### src/rtl/load_align_unit.sv
// Load alignment unit: issues word-aligned reads for load requests, keeps the
// outstanding loads in an in-order circular buffer, captures the memory
// responses and returns the extracted, sign/zero-extended value to writeback.
//
// Handshakes: a transfer happens on a channel in a cycle where valid and ready
// are both high at the rising edge; valid and its payload stay stable until that
// transfer. The memory side has no ready: mem_req_valid is always accepted, and
// mem_rvalid cannot be stalled.
module load_align_unit #(
    parameter int  DEPTH = 4,
    localparam int PTR_W = $clog2(DEPTH)
) (
    input  logic        clk,
    input  logic        rst_n,
    input  logic        req_valid,
    output logic        req_ready,
    input  logic [31:0] req_addr,
    input  logic [2:0]  req_funct3,
    input  logic [4:0]  req_rd,
    output logic        mem_req_valid,
    output logic [31:0] mem_req_addr,
    input  logic        mem_rvalid,
    input  logic [31:0] mem_rdata,
    output logic        wb_valid,
    input  logic        wb_ready,
    output logic [31:0] wb_data,
    output logic [4:0]  wb_rd,
    output logic        exc_valid,
    output logic [31:0] exc_addr,
    output logic        resp_err
);

    localparam logic [PTR_W:0]   CNT_FULL = (PTR_W+1)'(DEPTH);
    localparam logic [PTR_W-1:0] PTR_ONE  = PTR_W'(1);
    localparam logic [PTR_W:0]   CNT_ONE  = (PTR_W+1)'(1);

    // Buffer pointers and occupancy
    logic [PTR_W-1:0] head_q, head_d;
    logic [PTR_W-1:0] fill_q, fill_d;
    logic [PTR_W-1:0] tail_q, tail_d;
    logic [PTR_W:0]   count_q, count_d;

    // Per-entry storage
    logic [DEPTH-1:0] filled_q;
    logic [1:0]       off_q  [DEPTH];
    logic [2:0]       f3_q   [DEPTH];
    logic [4:0]       rd_q   [DEPTH];
    logic [31:0]      data_q [DEPTH];

    logic        exc_valid_q;
    logic [31:0] exc_addr_q;
    logic        resp_err_q;

    logic req_illegal, req_misaligned;
    logic req_fire, fire_legal, fire_bad;
    logic buf_full, resp_accept, pop;

    logic [31:0] hd_data;
    logic [1:0]  hd_off;
    logic [2:0]  hd_f3;
    logic [7:0]  hd_byte;
    logic [15:0] hd_half;

    // Classify the incoming request by funct3 and low address bits
    always_comb begin
        req_illegal    = 1'b0;
        req_misaligned = 1'b0;
        case (req_funct3)
            3'b000, 3'b100: req_misaligned = 1'b0;
            3'b001, 3'b101: req_misaligned = req_addr[0];
            3'b010:         req_misaligned = |req_addr[1:0];
            default:        req_illegal    = 1'b1;
        endcase
    end

    // Handshake decode; a full buffer blocks requests even while popping
    always_comb begin
        buf_full      = (count_q == CNT_FULL);
        req_ready     = !buf_full;
        req_fire      = req_valid && req_ready;
        fire_legal    = req_fire && !req_illegal && !req_misaligned;
        fire_bad      = req_fire && (req_illegal || req_misaligned);
        mem_req_valid = fire_legal;
        mem_req_addr  = {req_addr[31:2], 2'b00};
        // fill==tail is ambiguous when full: the entry at fill tells the two apart
        resp_accept   = mem_rvalid && ((fill_q != tail_q) || (buf_full && !filled_q[fill_q]));
        wb_valid      = (count_q != '0) && filled_q[head_q];
        pop           = wb_valid && wb_ready;
    end

    // Next pointer and occupancy values
    always_comb begin
        head_d  = head_q;
        fill_d  = fill_q;
        tail_d  = tail_q;
        count_d = count_q;
        if (fire_legal)  tail_d = tail_q + PTR_ONE;
        if (resp_accept) fill_d = fill_q + PTR_ONE;
        if (pop)         head_d = head_q + PTR_ONE;
        case ({fire_legal, pop})
            2'b10:   count_d = count_q + CNT_ONE;
            2'b01:   count_d = count_q - CNT_ONE;
            default: count_d = count_q;
        endcase
    end

    // Pointer and occupancy registers
    always_ff @(posedge clk or negedge rst_n) begin
        if (!rst_n) begin
            head_q  <= '0;
            fill_q  <= '0;
            tail_q  <= '0;
            count_q <= '0;
        end else begin
            head_q  <= head_d;
            fill_q  <= fill_d;
            tail_q  <= tail_d;
            count_q <= count_d;
        end
    end

    // Entry storage: allocate at tail, capture response data at fill
    always_ff @(posedge clk or negedge rst_n) begin
        if (!rst_n) begin
            filled_q <= '0;
            for (int i = 0; i < DEPTH; i++) begin
                off_q[i]  <= '0;
                f3_q[i]   <= '0;
                rd_q[i]   <= '0;
                data_q[i] <= '0;
            end
        end else begin
            if (fire_legal) begin
                off_q[tail_q]    <= req_addr[1:0];
                f3_q[tail_q]     <= req_funct3;
                rd_q[tail_q]     <= req_rd;
                filled_q[tail_q] <= 1'b0;
            end
            if (resp_accept) begin
                data_q[fill_q]   <= mem_rdata;
                filled_q[fill_q] <= 1'b1;
            end
        end
    end

    // Exception pulse, held faulting address and sticky stray-response flag
    always_ff @(posedge clk or negedge rst_n) begin
        if (!rst_n) begin
            exc_valid_q <= 1'b0;
            exc_addr_q  <= '0;
            resp_err_q  <= 1'b0;
        end else begin
            exc_valid_q <= fire_bad;
            if (fire_bad) exc_addr_q <= req_addr;
            if (mem_rvalid && !resp_accept) resp_err_q <= 1'b1;
        end
    end

    // Extract and extend the addressed field of the head entry
    always_comb begin
        hd_data = data_q[head_q];
        hd_off  = off_q[head_q];
        hd_f3   = f3_q[head_q];
        hd_byte = hd_data[{hd_off, 3'b000} +: 8];
        hd_half = hd_off[1] ? hd_data[31:16] : hd_data[15:0];
        case (hd_f3)
            3'b000:  wb_data = {{24{hd_byte[7]}}, hd_byte};
            3'b100:  wb_data = {24'h000000, hd_byte};
            3'b001:  wb_data = {{16{hd_half[15]}}, hd_half};
            3'b101:  wb_data = {16'h0000, hd_half};
            default: wb_data = hd_data;
        endcase
        wb_rd = rd_q[head_q];
    end

    assign exc_valid = exc_valid_q;
    assign exc_addr  = exc_addr_q;
    assign resp_err  = resp_err_q;

endmodule
### config.mk
export PLATFORM = sky130hd
export DESIGN_NAME = load_align_unit
export DESIGN_NICKNAME = d
export VERILOG_FILES = /design/src/rtl/load_align_unit.sv
export SDC_FILE = /design/constraint.sdc
export NUM_CORES = 1
export LEC_CHECK = 0
export BUFFER_PORTS_ARGS = -buffer_cell sky130_fd_sc_hd__buf_2
export CAP_MARGIN = 20
export CORE_MARGIN = 2
export CORE_UTILIZATION = 39
export DETAILED_ROUTE_END_ITERATION = 7
export PLACE_DENSITY = 0.71
export SYNTH_ARGS = -nofsm -noshare
export SYNTH_HDL_FRONTEND = slang
export SYNTH_SLANG_ARGS = --single-unit
### constraint.sdc
create_clock -name clk -period 6.6 [get_ports clk]
set_input_delay 0.33 -clock clk [delete_from_list [all_inputs] [get_ports clk]]
set_output_delay 0.33 -clock clk [all_outputs]
set_load 0.03 [all_outputs]
Yosys cells after proc, flatten, opt, wreduce, memory -nomap -nowiden
Cells that the tools add are included.

storage, ports and cells
  bits in registers = 215
  input port bits = 77
  output and inout bits = 106
  logic and storage cells = 122

operators by class
  add/subtract/negate cells = 5
  order comparisons = 10
  equality and inequality tests = 11
  shifts and indexed selects = 1
  multiplexer cells = 39
  bitwise gates (word level) = 6
  reductions and logical operators = 26

operator list
  cell                                                                  number
  128-bit bitwise mux                                                   1
  32-bit one-hot mux with 4 select lines                                1
  32-bit two-way mux                                                    3
  32-bit binary-select mux with 2-bit select                            1
  32-bit demux with 2-bit select                                        1
  32-bit by 6-bit variable part select with 8-bit output                1
  20-bit bitwise mux                                                    1
  16-bit two-way mux                                                    1
  3-bit == test, second input constant                                  5
  5-bit two-way mux                                                     3
  1-bit logical AND                                                     13
  12-bit bitwise mux                                                    1
  5-bit binary-select mux with 2-bit select                             1
  5-bit demux with 2-bit select                                         1
  3-bit greater-or-equal comparator, second input constant              3
  2-bit by 3-bit < comparator with 1-bit output, second input constant  3
  3-bit two-way mux                                                     3
  2-bit inverter with 3-bit output                                      3
  8-bit bitwise mux                                                     1
  4-bit two-way mux                                                     2
  2-bit by 1-bit adder with 2-bit output, second input constant         3
  3-bit binary-select mux with 2-bit select                             1
  3-bit demux with 2-bit select                                         1
  3-bit by 1-bit == test with 1-bit output, second input constant       2
  other kinds (26)                                                      42

Longest topological paths before layout
  depth in word-level cells = 9
  mapped depth = 11
  mapped depth without buffers = 10

Least setup slack after synthesis
No wires, ideal clock.

  kind = reg-to-reg
  start = reg count_q[0]
  end = reg count_q[2]
  setup time = 79 ps
  data arrival time = 2706 ps
  data required time = 6521 ps
  path slack = 3815 ps
  cell stages (with the launch flop) = 12
  path buffers = 1
  period minus slack after synthesis = 2785 ps
  path through = dfrtp_1 or3b_1 and2_0 and2_0 clkbuf_1 inv_1 ha_1 inv_1 fa_1 xor2_1 nor2_1 xor2_1

on the way
  word-level cells in the longest chain between the ends = 7
  elaborated cells between the ends (all ways) = 14
  classes of those cells = 2 x add/sub; 3 x eq/ne; 1 x mux; 8 x reduce/logical

ends and longest elaborated chain
  item                                                                         line  RTL
  start: declaration                                                           41    logic [PTR_W:0] count_q, count_d;
  start signal: assignment                                                     118   count_q <= count_d;
  3-bit == test (*)                                                            78    buf_full = (count_q == CNT_FULL);
  1-bit logical NOT (*)                                                        79    req_ready = !buf_full;
  named net req_ready                                                          16    output logic req_ready,
  1-bit logical AND (*)                                                        80    req_fire = req_valid && req_ready;
  1-bit logical AND (*) (2 in series)                                          81    fire_legal = req_fire && !req_illegal && !req_misaligned;
  named net mem_req_valid                                                      20    output logic mem_req_valid,
  2-bit by 1-bit == test with 1-bit output or 2-bit == test (tied branches)    100   case ({fire_legal, pop})
  3-bit one-hot mux with 2 select lines or 2-bit nonzero test (tied branches)  n/a

The timed path passes the listed nets; every way through them passes the cells marked *.
A chain may end at the register's enable or synchronous reset.

Worst setup path after layout
  start = reg head_q[0]
  end = out wb_data[26]

on the way
  word-level cells in the longest chain between the ends = 6
  elaborated cells between the ends (all ways) = 17
  classes of those cells = 3 x eq/ne; 1 x shift; 11 x mux; 1 x bitwise; 1 x reduce/logical

ends and longest elaborated chain
  item                                                                            line           RTL
  start: declaration                                                              38             logic [PTR_W-1:0] head_q, head_d;
  start signal: assignment                                                        110            head_q <= '0;
  start signal: assignment                                                        115            head_q <= head_d;
  2-bit inverter with 3-bit output (not written as such) (*)                      161, 162, 163
  32-bit binary-select mux with 2-bit select (tied with other cells)              161            hd_data = data_q[head_q];
  32-bit two-way mux (not written as such) (tied with other cells) (2 in series)  161
  32-bit by 6-bit variable part select with 8-bit output (tied with other cells)  164            hd_byte = hd_data[{hd_off, 3'b000} +: 8];
  32-bit one-hot mux with 4 select lines (*)                                      166            case (hd_f3)
  end: declaration                                                                26             output logic [31:0] wb_data,

Mark *: on every way between the ends. The rest lies on a longest branch, timed or not. The select of a mux whose other input is x is not followed.

==> metrics.csv <==
metric,value,unit
synth-seq-cells,215,
antenna_found_initial,5,
grt_pass1_wl,36900,um
grt.total_usage,0.164,
arrival,3.57,ns
gr-total-overflow,0,
hpwl,15700,um
yosysSeqAreaShare,0.503,
final_antenna_net_count,0,
drt_iter0_drc,367,
fp-row-count,60,
gp_congestion,0.834,
muxShareOfSynthArea,0.354,
cts_max_path_buffers,3,
cts_tree,done,
synth-xor-area-share,0.00737,
post-route-min-period,3.90,ns
clkLatencyLatePin,0.51,ns
die_area,28800,um^2
fmax,256,MHz
htreeDepth,1,
slew_violations,0,
syn_area,10700,um^2
synth_edf_count,0,
synth_area_leaders,"dfrtp_1 (50%), mux2_4 (16%), mux2_2 (9.5%)",
fillers,2352,
cts.reportedPaths.clkPinSlew,0.06,ns
synth_warnings,0,
fp.dieH,170,um
rsz0062_at_grt,no,
crit_required,6.27,ns
die_w,170,um
drc,0,
multiInputGateArea,4730,um^2
io_buffers,180,
finalWirelength,23700,um
post-synth-top-area-cell,dfrtp_1,
crit_fanout,35,
vias,6211,
worst_slew_pin_slew,0.847,ns
cp-start-kind,register,
clock_skew,0.0171,ns
grt_pass1_vias,6446,
cts_resized,0,
vias_per_cell,5.18,
cts_sinks,215,
pin_count,183,
root_buffer,clkbuf_16,
status,completed,
wire_per_inst,19.7,um
area_growth,15.2,%
synthCells,705,
synth-simple-area-share,0.0322,
numCtsBuffers,23,
netlist.area_leader.share,0.503,
timing.slew.headroom,0.435,
async_flop_share,1.00,
start_util,0.397,
final_layout_size_suffix_gt1_frac,0.561,
synth_compound_area_frac,0.0350,
coreArea,27000,um^2
synth_adder_area_share,0.0124,
max_cap_violations,0,
synth_top_family_by_area,multiplexers,
totalNegativeSetupSlack,0,ns
hold_violations,0,
final_nets,930,
endpoint_kind,primary output,
min_path_type,in -> reg,
grt_max_degree,95,
first_pass_iters,6,
critPathKind,reg -> out,
setup_viol,0,
synth_cell_types,40,
fin_crit_sh,0.592,
synth_flop_cell,dfrtp_1,
synth.avg_cell_area,15.2,um^2
regArea,5380,um^2
## cells by family (layout without fill, tap and decap cells)
logic type | Yosys count | after routing
multiplexers | 255 | 255
flip-flops | 215 | 215
buffers and inverters | 87 | 237
AND/OR/NAND/NOR | 73 | 73
AO/OA/AOI/OAI | 55 | 55
adder cells (fa/ha/maj) | 10 | 10
XOR/XNOR | 9 | 9
other | 1 | 5
## registers in the layout, summed over array words and instances, names as in the netlist
name,cells
tail_q,2
filled_q,4
count_q,3
off_q,8
head_q,2
data_q,128
resp_err,1
rd_q,20
exc_valid,1
f3_q,12
exc_addr,32
fill_q,2
## critical path, stage by stage, from the launching register on
cell and delay [ns]:
dfrtp_2 0.59, buf_4 0.64, mux4_2 0.64, mux2_4 0.31
o2111ai_4 0.47, o21ai_0 0.17, buf_2 0.21
## per-layer routing
layer  global-route usage  up-vias  routed length, um
met4               0.0520        4                663
met2                0.261      144              11300
met1                0.227     3239              10700
met5                    0        -                 28
met3               0.0306       46               1010
li1                     -     2778                  -
## worst paths after layout
path / from / end / slack [ns] / cells past startpoint
max: head_q[0]$_DFFE_PN0P_ / wb_data[26] / 2.70 / 6
min: req_addr[2] / exc_addr[2]$_DFFE_PN0P_ / 0.08 / 2
max reg2reg: head_q[0]$_DFFE_PN0P_ / count_q[2]$_DFFE_PN0P_ / 3.47 / 10
min reg2reg: resp_err$_DFFE_PN0P_ / resp_err$_DFFE_PN0P_ / 0.48 / 1
max in group asynchronous: rst_n / exc_addr[7]$_DFFE_PN0P_ / 4.79 / 3
min in group asynchronous: rst_n / data_q[40]$_DFFE_PN0P_ / 0.44 / 2
## cells in the mapped netlist (3+ instances only)
master	n
a21oi_1	8
a31oi_1	7
buf_2	13
buf_4	40
buf_6	14
clkbuf_1	7
dfrtp_1	215
ha_1	9
inv_1	13
mux2_2	90
mux2_4	117
mux2i_1	5
mux4_2	43
nand2_1	20
nand2_4	4
nand2b_1	4
nand3_1	5
nor2_1	31
o21ai_0	14
o21ai_1	7
o22ai_1	6
o31a_1	3
xnor2_1	6
xor2_1	3
## layout make-up
class,count,share of cell area
sequential,215,0.437
multi-input combinational,404,0.383
tap,341,0.0346
inverter,13,0.00396
timing repair buffer,186,0.0777
clock buffer,32,0.0543
antenna,3,0.000609
clock inverter,6,0.00853
## per-stage QoR
stage	worst slack (ns)	area (um^2)	util	hold slack (ns)	cells
4_1_cts	2.65	12300	0.457	0.0516	1197
6_report	2.70	12300	0.457	0.0784	1200
5_1_grt	2.44	12300	0.457	0.0618	1198
2_1_floorplan	3.82	10700	-	0.0344	706
3_5_place_dp	3.18	11500	0.428	0.449	1158
3_3_place_gp	3.23	11500	0.428	0.440	1158
## placed cells by master (no fill, tap or decap), types with 6 or more instances in the layout
cell,synthesis,layout
mux2_2,90,90
ha_1,9,9
o21ai_1,7,7
mux2_4,117,117
clkbuf_8,0,7
o21ai_0,14,14
a31oi_1,7,7
xnor2_1,6,6
mux4_2,43,43
nor2_1,31,31
nand2_1,20,20
buf_2,13,179
a21oi_1,8,8
dfrtp_1,215,213
clkbuf_16,0,23
o22ai_1,6,6
inv_1,13,13
## repair_timing
action                    CTS  global route
setup buffers               0             0
hold buffers                1             0
hold endpoints to repair   92             0
Power is not shown: default switching activity piles up to over one toggle a cycle in this logic, so the estimate is an artifact.
